File: src/rtl/moving_avg_multi_if.sv
// AXI-Stream style bus carrying NUM_LANES packed samples per beat.
interface moving_avg_multi_if #(
    parameter int DATA_W = 32
);
    logic [DATA_W-1:0] tdata;
    logic              tlast;
    logic              tvalid;
    logic              tready;

    modport master (output tdata, output tlast, output tvalid, input  tready);
    modport slave  (input  tdata, input  tlast, input  tvalid, output tready);
endinterface

File: src/rtl/moving_avg_multi.sv
// Multi-lane rounded moving average, runtime power-of-two length up to 2^MAX_LEN_LOG2.
// Lanes share handshake, write pointer and fill state; each lane owns a history RAM and accumulator.
module moving_avg_multi #(
    parameter  int NUM_LANES    = 2,
    parameter  int WIDTH        = 16,
    parameter  int MAX_LEN_LOG2 = 4,
    localparam int LW           = $clog2(MAX_LEN_LOG2 + 1)
) (
    input  logic                   clk,
    input  logic                   reset,
    input  logic                   clear,
    input  logic [LW-1:0]          len_log2,
    moving_avg_multi_if.slave      i_axis,
    moving_avg_multi_if.master     o_axis
);
    localparam int D  = 1 << MAX_LEN_LOG2;
    localparam int PW = MAX_LEN_LOG2;
    localparam int FW = MAX_LEN_LOG2 + 1;
    localparam int AW = WIDTH + MAX_LEN_LOG2 + 1;

    logic [LW-1:0]                       r_len;
    logic [PW-1:0]                       r_wptr;
    logic [FW-1:0]                       r_fill;
    logic                                r_ovalid;
    logic                                r_olast;
    logic [NUM_LANES-1:0][WIDTH-1:0]     r_odata;

    logic [LW-1:0]                       w_len_in;
    logic [FW-1:0]                       w_n;
    logic                                w_full;
    logic [PW-1:0]                       w_raddr;
    logic signed [AW-1:0]                w_half;
    logic                                w_rdy;
    logic                                w_accept;
    logic [NUM_LANES-1:0][WIDTH-1:0]     w_y;

    assign w_len_in = (len_log2 > LW'(MAX_LEN_LOG2)) ? LW'(MAX_LEN_LOG2) : len_log2;
    assign w_n      = FW'(1) << r_len;
    assign w_full   = (r_fill >= w_n);
    // When N equals D the read address equals wptr: the oldest entry is read before being overwritten.
    assign w_raddr  = r_wptr - w_n[PW-1:0];
    assign w_half   = $signed({{(AW-FW){1'b0}}, (w_n >> 1)});

    assign w_rdy        = ~reset & ~clear & (~r_ovalid | o_axis.tready);
    assign w_accept     = i_axis.tvalid & w_rdy;
    assign i_axis.tready = w_rdy;

    always_ff @(posedge clk) begin
        if (reset || clear) begin
            r_len  <= w_len_in;
            r_wptr <= '0;
            r_fill <= '0;
        end else if (w_accept) begin
            r_wptr <= r_wptr + PW'(1);
            if (!w_full)
                r_fill <= r_fill + FW'(1);
        end
    end

    for (genvar k = 0; k < NUM_LANES; k++) begin : g_lane
        logic signed [WIDTH-1:0] r_mem [D];
        logic signed [AW-1:0]    r_acc;
        logic signed [WIDTH-1:0] w_x;
        logic signed [WIDTH-1:0] w_d;
        logic signed [AW-1:0]    w_xe;
        logic signed [AW-1:0]    w_de;
        logic signed [AW-1:0]    w_acc_nxt;

        assign w_x       = i_axis.tdata[(NUM_LANES-k)*WIDTH-1 -: WIDTH];
        // Stale RAM after clear is masked by the fill count, so no scrub is needed.
        assign w_d       = w_full ? r_mem[w_raddr] : '0;
        assign w_xe      = {{(AW-WIDTH){w_x[WIDTH-1]}}, w_x};
        assign w_de      = {{(AW-WIDTH){w_d[WIDTH-1]}}, w_d};
        assign w_acc_nxt = r_acc + w_xe - w_de;
        assign w_y[NUM_LANES-1-k] = (r_len == '0) ? w_x
                                  : WIDTH'((w_acc_nxt + w_half) >>> r_len);

        always_ff @(posedge clk) begin
            if (w_accept)
                r_mem[r_wptr] <= w_x;
        end

        always_ff @(posedge clk) begin
            if (reset || clear)
                r_acc <= '0;
            else if (w_accept)
                r_acc <= w_acc_nxt;
        end
    end

    always_ff @(posedge clk) begin
        if (reset || clear) begin
            r_ovalid <= 1'b0;
            r_olast  <= 1'b0;
            r_odata  <= '0;
        end else if (w_accept) begin
            r_ovalid <= 1'b1;
            r_olast  <= i_axis.tlast;
            r_odata  <= w_y;
        end else if (o_axis.tready) begin
            r_ovalid <= 1'b0;
        end
    end

    assign o_axis.tdata  = r_odata;
    assign o_axis.tlast  = r_olast;
    assign o_axis.tvalid = r_ovalid;
endmodule

File: src/flat_wrapper.sv
// flat-port wrapper written by rule: the top's interface ports become plain ports
module moving_avg_multi_flat 
#(
    parameter  int NUM_LANES    = 2,
    parameter  int WIDTH        = 16,
    parameter  int MAX_LEN_LOG2 = 4,
    localparam int LW           = $clog2(MAX_LEN_LOG2 + 1)
)
  (clk, reset, clear, len_log2, i_axis_tdata, i_axis_tlast, i_axis_tvalid, i_axis_tready, o_axis_tdata, o_axis_tlast, o_axis_tvalid, o_axis_tready);
  moving_avg_multi_if #(.DATA_W(32)) i_axis_i ();
  moving_avg_multi_if #(.DATA_W(32)) o_axis_i ();
  input  logic clk;
  input  logic reset;
  input  logic clear;
  input  logic [LW-1:0] len_log2;
  input wire logic [$bits(i_axis_i.tdata)-1:0] i_axis_tdata;
  input wire logic [$bits(i_axis_i.tlast)-1:0] i_axis_tlast;
  input wire logic [$bits(i_axis_i.tvalid)-1:0] i_axis_tvalid;
  output wire logic [$bits(i_axis_i.tready)-1:0] i_axis_tready;
  output wire logic [$bits(o_axis_i.tdata)-1:0] o_axis_tdata;
  output wire logic [$bits(o_axis_i.tlast)-1:0] o_axis_tlast;
  output wire logic [$bits(o_axis_i.tvalid)-1:0] o_axis_tvalid;
  input wire logic [$bits(o_axis_i.tready)-1:0] o_axis_tready;
  assign i_axis_i.tdata = i_axis_tdata;
  assign i_axis_i.tlast = i_axis_tlast;
  assign i_axis_i.tvalid = i_axis_tvalid;
  assign i_axis_tready = i_axis_i.tready;
  assign o_axis_tdata = o_axis_i.tdata;
  assign o_axis_tlast = o_axis_i.tlast;
  assign o_axis_tvalid = o_axis_i.tvalid;
  assign o_axis_i.tready = o_axis_tready;
  moving_avg_multi #(.NUM_LANES(NUM_LANES), .WIDTH(WIDTH), .MAX_LEN_LOG2(MAX_LEN_LOG2)) u_core (.clk(clk), .reset(reset), .clear(clear), .len_log2(len_log2), .i_axis(i_axis_i), .o_axis(o_axis_i));
endmodule
File: config.mk
export PLATFORM = sky130hd
export DESIGN_NAME = moving_avg_multi_flat
export DESIGN_NICKNAME = d
export VERILOG_FILES = /design/src/rtl/moving_avg_multi_if.sv /design/src/rtl/moving_avg_multi.sv /design/src/flat_wrapper.sv
export SDC_FILE = /design/constraint.sdc
export NUM_CORES = 1
export LEC_CHECK = 0
export CAP_MARGIN = 20
export CORE_UTILIZATION = 55
export DETAILED_ROUTE_END_ITERATION = 16
export GPL_TIMING_DRIVEN = 0
export PLACE_DENSITY_LB_ADDON = 0.08
export SYNTH_ARGS = -nofsm -noshare
export SYNTH_HDL_FRONTEND = slang
export SYNTH_SLANG_ARGS = --single-unit
File: constraint.sdc
create_clock -name clk -period 9.6 [get_ports clk]
set_input_delay 1.92 -clock clk [delete_from_list [all_inputs] [get_ports clk]]
set_output_delay 1.92 -clock clk [all_outputs]
set_load 0.02 [all_outputs]
# Yosys cells after proc, flatten, opt, wreduce, memory -nomap -nowiden
# Memories as Yosys holds them, arrays and structs flattened.
# Cells that the tools add are included.
# op_classes
n_addsub	9
multipliers	0
n_div	0
n_lt_le_gt_ge	2
eq_ne	0
shift	3
mux	8
n_bitwise	8
n_reduce_logical	4
# op_table
operator	n
two-way mux 16 bit	4
adder 21 x 16 -> 21 bit	2
adder 21 x 5 -> 21 bit	2
>>> shifter 21 x 3 -> 16 bit	2
subtractor 21 x 16 -> 21 bit	2
adder 5 x 1 -> 5 bit (second input constant)	1
>= comparator 5 bit	1
<< shifter 1 x 3 -> 5 bit (first input constant)	1
adder 4 x 1 -> 4 bit (second input constant)	1
two-way mux 1 bit	4
NOT 1 bit	4
subtractor 4 bit	1
bitwise AND 1 bit	3
greater-than comparator 3 bit (second input constant)	1
logical NOT 3 bit	1
AND reduction 2 bit	1
nonzero test 2 bit	1
logical OR 1 bit	1
bitwise OR 1 bit	1
# totals
regBits	88
latch_bits	0
ramBits	512
romBits	0
output_inout_bits	35
word_cells	45
n_memories	2
# memory_table
memory	words	word_bits	read_ports	rd_clocked_by_memory_dff	write_ports	line_no	text
u_core.g_lane[0].r_mem	16	16	1	0	1	moving_avg_multi.sv:61	logic signed [WIDTH-1:0] r_mem [D];
u_core.g_lane[1].r_mem	16	16	1	0	1	moving_avg_multi.sv:61	

# Longest topological paths before layout
# An unclocked memory read counts as a cell.
# depth
ltp_word	8
ltp_mapped	32
mapped_depth_nobuf	29

# Worst setup path before layout
# No wires, ideal clock.
# synth_path
path_type	register to register
start	register u_core.r_len[0]
end	register u_core.r_odata, in the netlist u_core.o_axis.tdata[11]
setup_time_ns	0.117
arrival_ns	7.305
setup_slack_ns	2.178
stages_incl_launch_ff	31
path_buffers	6
cell_sequence	edfxtp_1 > clkbuf_1 > buf_1 > nor2_1 > nand2_1 > inv_1 > ha_1 > clkbuf_1 > clkbuf_1 > buf_1 > mux4_2 > mux2i_1 > a211oi_1 > ha_1 > inv_1 > ha_1 > fa_1 > xor2_1 > ha_1 > a21o_1 > a21oi_1 > nor3_1 > nand4b_2 > or4b_1 > clkbuf_2 > or2_0 > a211o_1 > and4_4 > a21oi_2 > a22oi_1 > a22o_1
# synth_between
elab_chain_len	8
elab_cells_between_ends	10
# synth_rtl
element	line_no	text
start, declared	moving_avg_multi.sv:21	logic [LW-1:0] r_len;
start signal, assigned	moving_avg_multi.sv:50	r_len <= w_len_in;
<< shifter 1 x 3 -> 5 bit *	moving_avg_multi.sv:38	assign w_n = FW'(1) << r_len;
subtractor 4 bit	moving_avg_multi.sv:41	assign w_raddr = r_wptr - w_n[PW-1:0];
memory read (16 x 16 bit)	n/a	
two-way mux 16 bit *	moving_avg_multi.sv:71	assign w_d = w_full ? r_mem[w_raddr] : '0;
subtractor 21 x 16 -> 21 bit *	moving_avg_multi.sv:74	assign w_acc_nxt = r_acc + w_xe - w_de;
named net u_core.g_lane[1].w_acc_nxt[2]	moving_avg_multi.sv:67	logic signed [AW-1:0] w_acc_nxt;
adder 21 x 5 -> 21 bit *	moving_avg_multi.sv:76	: WIDTH'((w_acc_nxt + w_half) >>> r_len);
>>> shifter 21 x 3 -> 16 bit *	moving_avg_multi.sv:76	
two-way mux 16 bit *	moving_avg_multi.sv:75	assign w_y[NUM_LANES-1-k] = (r_len == '0) ? w_x
end signal, assigned	moving_avg_multi.sv:99	r_odata <= w_y;
end, declared	moving_avg_multi.sv:26	logic [NUM_LANES-1:0][WIDTH-1:0] r_odata;
# Mark *: on every way through the listed nets, which the timed path passes. The rest lies on a longest branch.
# A chain may end at the register's enable or synchronous reset.

# Final worst setup path
# layout_path
start	register u_core.r_len[0]
end	register u_core.r_odata, in the netlist u_core.o_axis.tdata[31]
# layout_between
elab_chain_len	8
elab_cells_between_ends	10
# layout_rtl
element	line_no
<< shifter 1 x 3 -> 5 bit	moving_avg_multi.sv:38
subtractor 4 bit	moving_avg_multi.sv:41
memory read (16 x 16 bit)	n/a
two-way mux 16 bit	moving_avg_multi.sv:71
subtractor 21 x 16 -> 21 bit	moving_avg_multi.sv:74
adder 21 x 5 -> 21 bit	moving_avg_multi.sv:76
>>> shifter 21 x 3 -> 16 bit	moving_avg_multi.sv:76
two-way mux 16 bit *	moving_avg_multi.sv:75
# Mark *: on every way between the ends. The rest lies on a longest branch, timed or not.

==> impl_metrics.yaml <==
run_status:
  outcome: "finished clean"
power:
  p_seq_share_pct: 29.3
  power.leakage_nw: 11.7
  pwr-share-comb_pct: 48.4
  intPower_mw: 5.99
  p_per_area_mw_per_mm2: 303
  pwr-share-clk_pct: 22.4
  swShare_pct: 40.8
  ir_worst_vdd_v: 0.000182
  switching_power_mw: 4.13
placed_design:
  dp_hpwl_microns: 57100
  port_buffers: 75
  gp_congestion: 0.955
synthesis:
  async_flop_share_pct: 0
  synth_commonest_cells: "edfxtp_1, inv_1, mux4_2"
  synthDistinctLibCells: 87
  ys_seq_area_share_pct: 58.6
  syn-num-nets: 2252
  synth.area.top_cells: "edfxtp_1, mux4_2, dfxtp_1"
  ys_seq_elements: 600
  syn_area_sq_mm: 0.0293
  synth_area_leader_cell: "edfxtp_1"
  syn_avg_cell_area_sq_um: 13.9
  synth_flop_cell: "edfxtp_1"
  synth_top_area_share_pct: 52.8
  synth_most_common_cell: "edfxtp_1"
  synth_cells: 2103
  yosysWarningCount: 0
  synth-edff-count: 515
timing:
  holdWs_ns: 0.451
  hold_viol: 0
  fin_crit_sh_pct: 94.8
  fin_crit_ns: 9.10
  slew_headroom_pct: 29.9
  fin_skew_ns: 0.0316
  setup_viol: 0
  final_max_slew_viol_count: 0
  setup_tns_ns: 0
  fmax_mhz: 110
  tightestPinTransition_ns: 1.05
cts:
  cts_tree: "done"
  root_buffer: "clkbuf_16"
  cts_made_buffers: 61
  cts-htree-levels: 2
  insertion_delay_ns: 0.65
  cts_max_path_buffers: 3
  clkTransAtPathRegs_ns: 0.06
  clock_sinks: 600
floorplanning:
  dieArea_sq_mm: 0.0542
  die_y_microns: 233
  initial_core_util_pct: 55.7
  core.rowCount: 84
  io_pins: 76
  fp.dieW_microns: 233
  design.core.area_sq_mm: 0.0526
worst_setup_path:
  slowest_stage: "clkbuf_1"
  critical_path.max_fanout: 10
  crit_required_ns: 10.18
  start_kind: "flip-flop"
  endpoint_kind: "flip-flop"
  arrival_ns: 9.68
  critPathMaxStageDelay_ns: 0.58
  critPathKind: "reg2reg"
final_layout:
  multi_input_area_sq_mm: 0.0112
  drive_above_1_share_pct: 15.2
  seqCellArea_sq_mm: 0.0172
  syn_to_final_growth_pct: 14.1
  fin_nets: 2416
  finalCoreUtilization_pct: 63.6
  n_antenna_cell: 0
  nFillCells: 4004
drt:
  via_per_inst: 6.30
  drc: 0
  drt.antenna.violating_nets: 0
  drt_iter0_drc: 1718
  vias: 18900
  drt_wl_total_microns: 80400
  first_pass_iters: 5
  avgRoutedWirePerCell_microns: 26.8
global_routing:
  gr-total-overflow: 0
  grt_pass1_wl_microns: 119000
  grt_max_degree: 22
  antenna_found_initial: 0
  track_usage_pct: 30.3
  grt_pass1_vias: 19000
run:
  cap_viol_max_count: 0
worst_hold_path:
  min-delay-path-class: "reg2reg"
## layout by cell type, fill, tap and decap left out, types with 12 or more instances in the layout
cell type and count:
nor2b_1 41, nand2_1 122, inv_1 168, edfxtp_1 515, clkbuf_2 21, clkdlybuf4s50_1 75
buf_2 13, buf_12 12, mux4_2 132, nand3_1 55, ha_1 64, xor2_1 32
nor2_1 66, a21o_1 22, o31ai_1 24, and3_1 13, mux2i_1 51, o21ai_0 76
xnor2_1 42, clkbuf_16 61, nor3_1 17, clkinv_1 16, a211oi_1 89, fa_1 43
dfxtp_1 85, nor2_4 12, a21oi_1 78, clkbuf_1 80, o211ai_1 21, nand2b_1 14
and2_1 16
## worst paths after layout
check / slack, ns / to / start / cells past startpoint
worst max-delay path: 0.50 / u_core.o_axis.tdata[31]$_SDFFE_PP0P_ / u_core.r_len[0]$_SDFFCE_PN0P_ / 28
worst min-delay path: 0.45 / u_core.o_axis.tdata[16]$_SDFFE_PP0P_ / u_core.o_axis.tdata[16]$_SDFFE_PP0P_ / 2
worst max register to register: 0.50 / u_core.o_axis.tdata[31]$_SDFFE_PP0P_ / u_core.r_len[0]$_SDFFCE_PN0P_ / 28
worst min register to register: 0.45 / u_core.o_axis.tdata[16]$_SDFFE_PP0P_ / u_core.o_axis.tdata[16]$_SDFFE_PP0P_ / 2
## logic make-up after synthesis
group	count (synthesis)	share of synthesized area (%)
simple gates	416	7.18
mux	193	12.3
compound gates	422	10.1
fa+ha+maj	108	5.72
flops	600	58.6
xor+xnor	77	2.35
buf+inv	287	3.74
## what timing repair did
item                       4_1_cts  5_1_grt
hold buffers                     0        0
resized for setup               23       29
setup endpoints to repair       29       23
hold endpoints to repair         0        0
setup buffers                    0        0
## sequential cells by signal, indices dropped and copies added, names as in the netlist
register              flops
u_core.g_lane.r_acc      42
u_core.g_lane.r_mem     512
u_core.o_axis.tdata      32
u_core.o_axis.tlast       1
u_core.o_axis.tvalid      1
u_core.r_fill             5
u_core.r_len              3
u_core.r_wptr             4
## critical path: cells and delay by family (launching register included)
| family | cells | cell delay, ns |
|---|---|---|
| and+or+nand+nor | 4 | 1.16 |
| buffers and inverters | 8 | 2.73 |
| DFF | 1 | 0.35 |
| xor gates and xnor gates | 2 | 0.47 |
| adders and majority gates | 4 | 1.39 |
| AOI/OAI and AO/OA | 10 | 2.90 |
## power by group through the flow
stage | combinational, mW | clock [mW] | sequential (mW)
after floorplan | 3.50 | 0 | 3.04
after global placement | 4.75 | 0 | 3.01
after detailed placement | 4.80 | 0 | 3.02
after CTS | 4.84 | 2.30 | 2.96
after global routing | 5.35 | 2.39 | 2.97
final | 4.90 | 2.27 | 2.96
## metal layers
| layer | vias up | global-route usage [%] | wire [microns] |
|---|---|---|---|
| met5 | - | 0 | 0 |
| li1 | 8397 | - | - |
| met2 | 743 | 49.5 | 38600 |
| met1 | 9622 | 41.0 | 33600 |
| met4 | 0 | 9.42 | 2250 |
| met3 | 144 | 5.98 | 5960 |
## stage by stage
step	power [mW]	cells	setup WS, ns	instance area [sq um]
2_1_floorplan	6.54	2103	2.18	29300
6_report	10.1	3003	0.503	33400
3_3_place_gp	7.76	2866	-0.727	30900
5_1_grt	10.7	3003	-0.0203	33400
4_1_cts	10.1	3000	0.0333	33300
3_5_place_dp	7.82	2890	-0.736	31400
## final cells by class
type	instances	area share, %
repair buffers	102	3.45
well taps	688	2.58
inverters	168	1.89
clock buffers	71	4.68
flip-flops and latches	600	51.4
clock inverters	40	0.948
multi-input cells	1216	33.5
plain buffers	118	1.59
No activity file was read; power rests on OpenSTA's default activity.
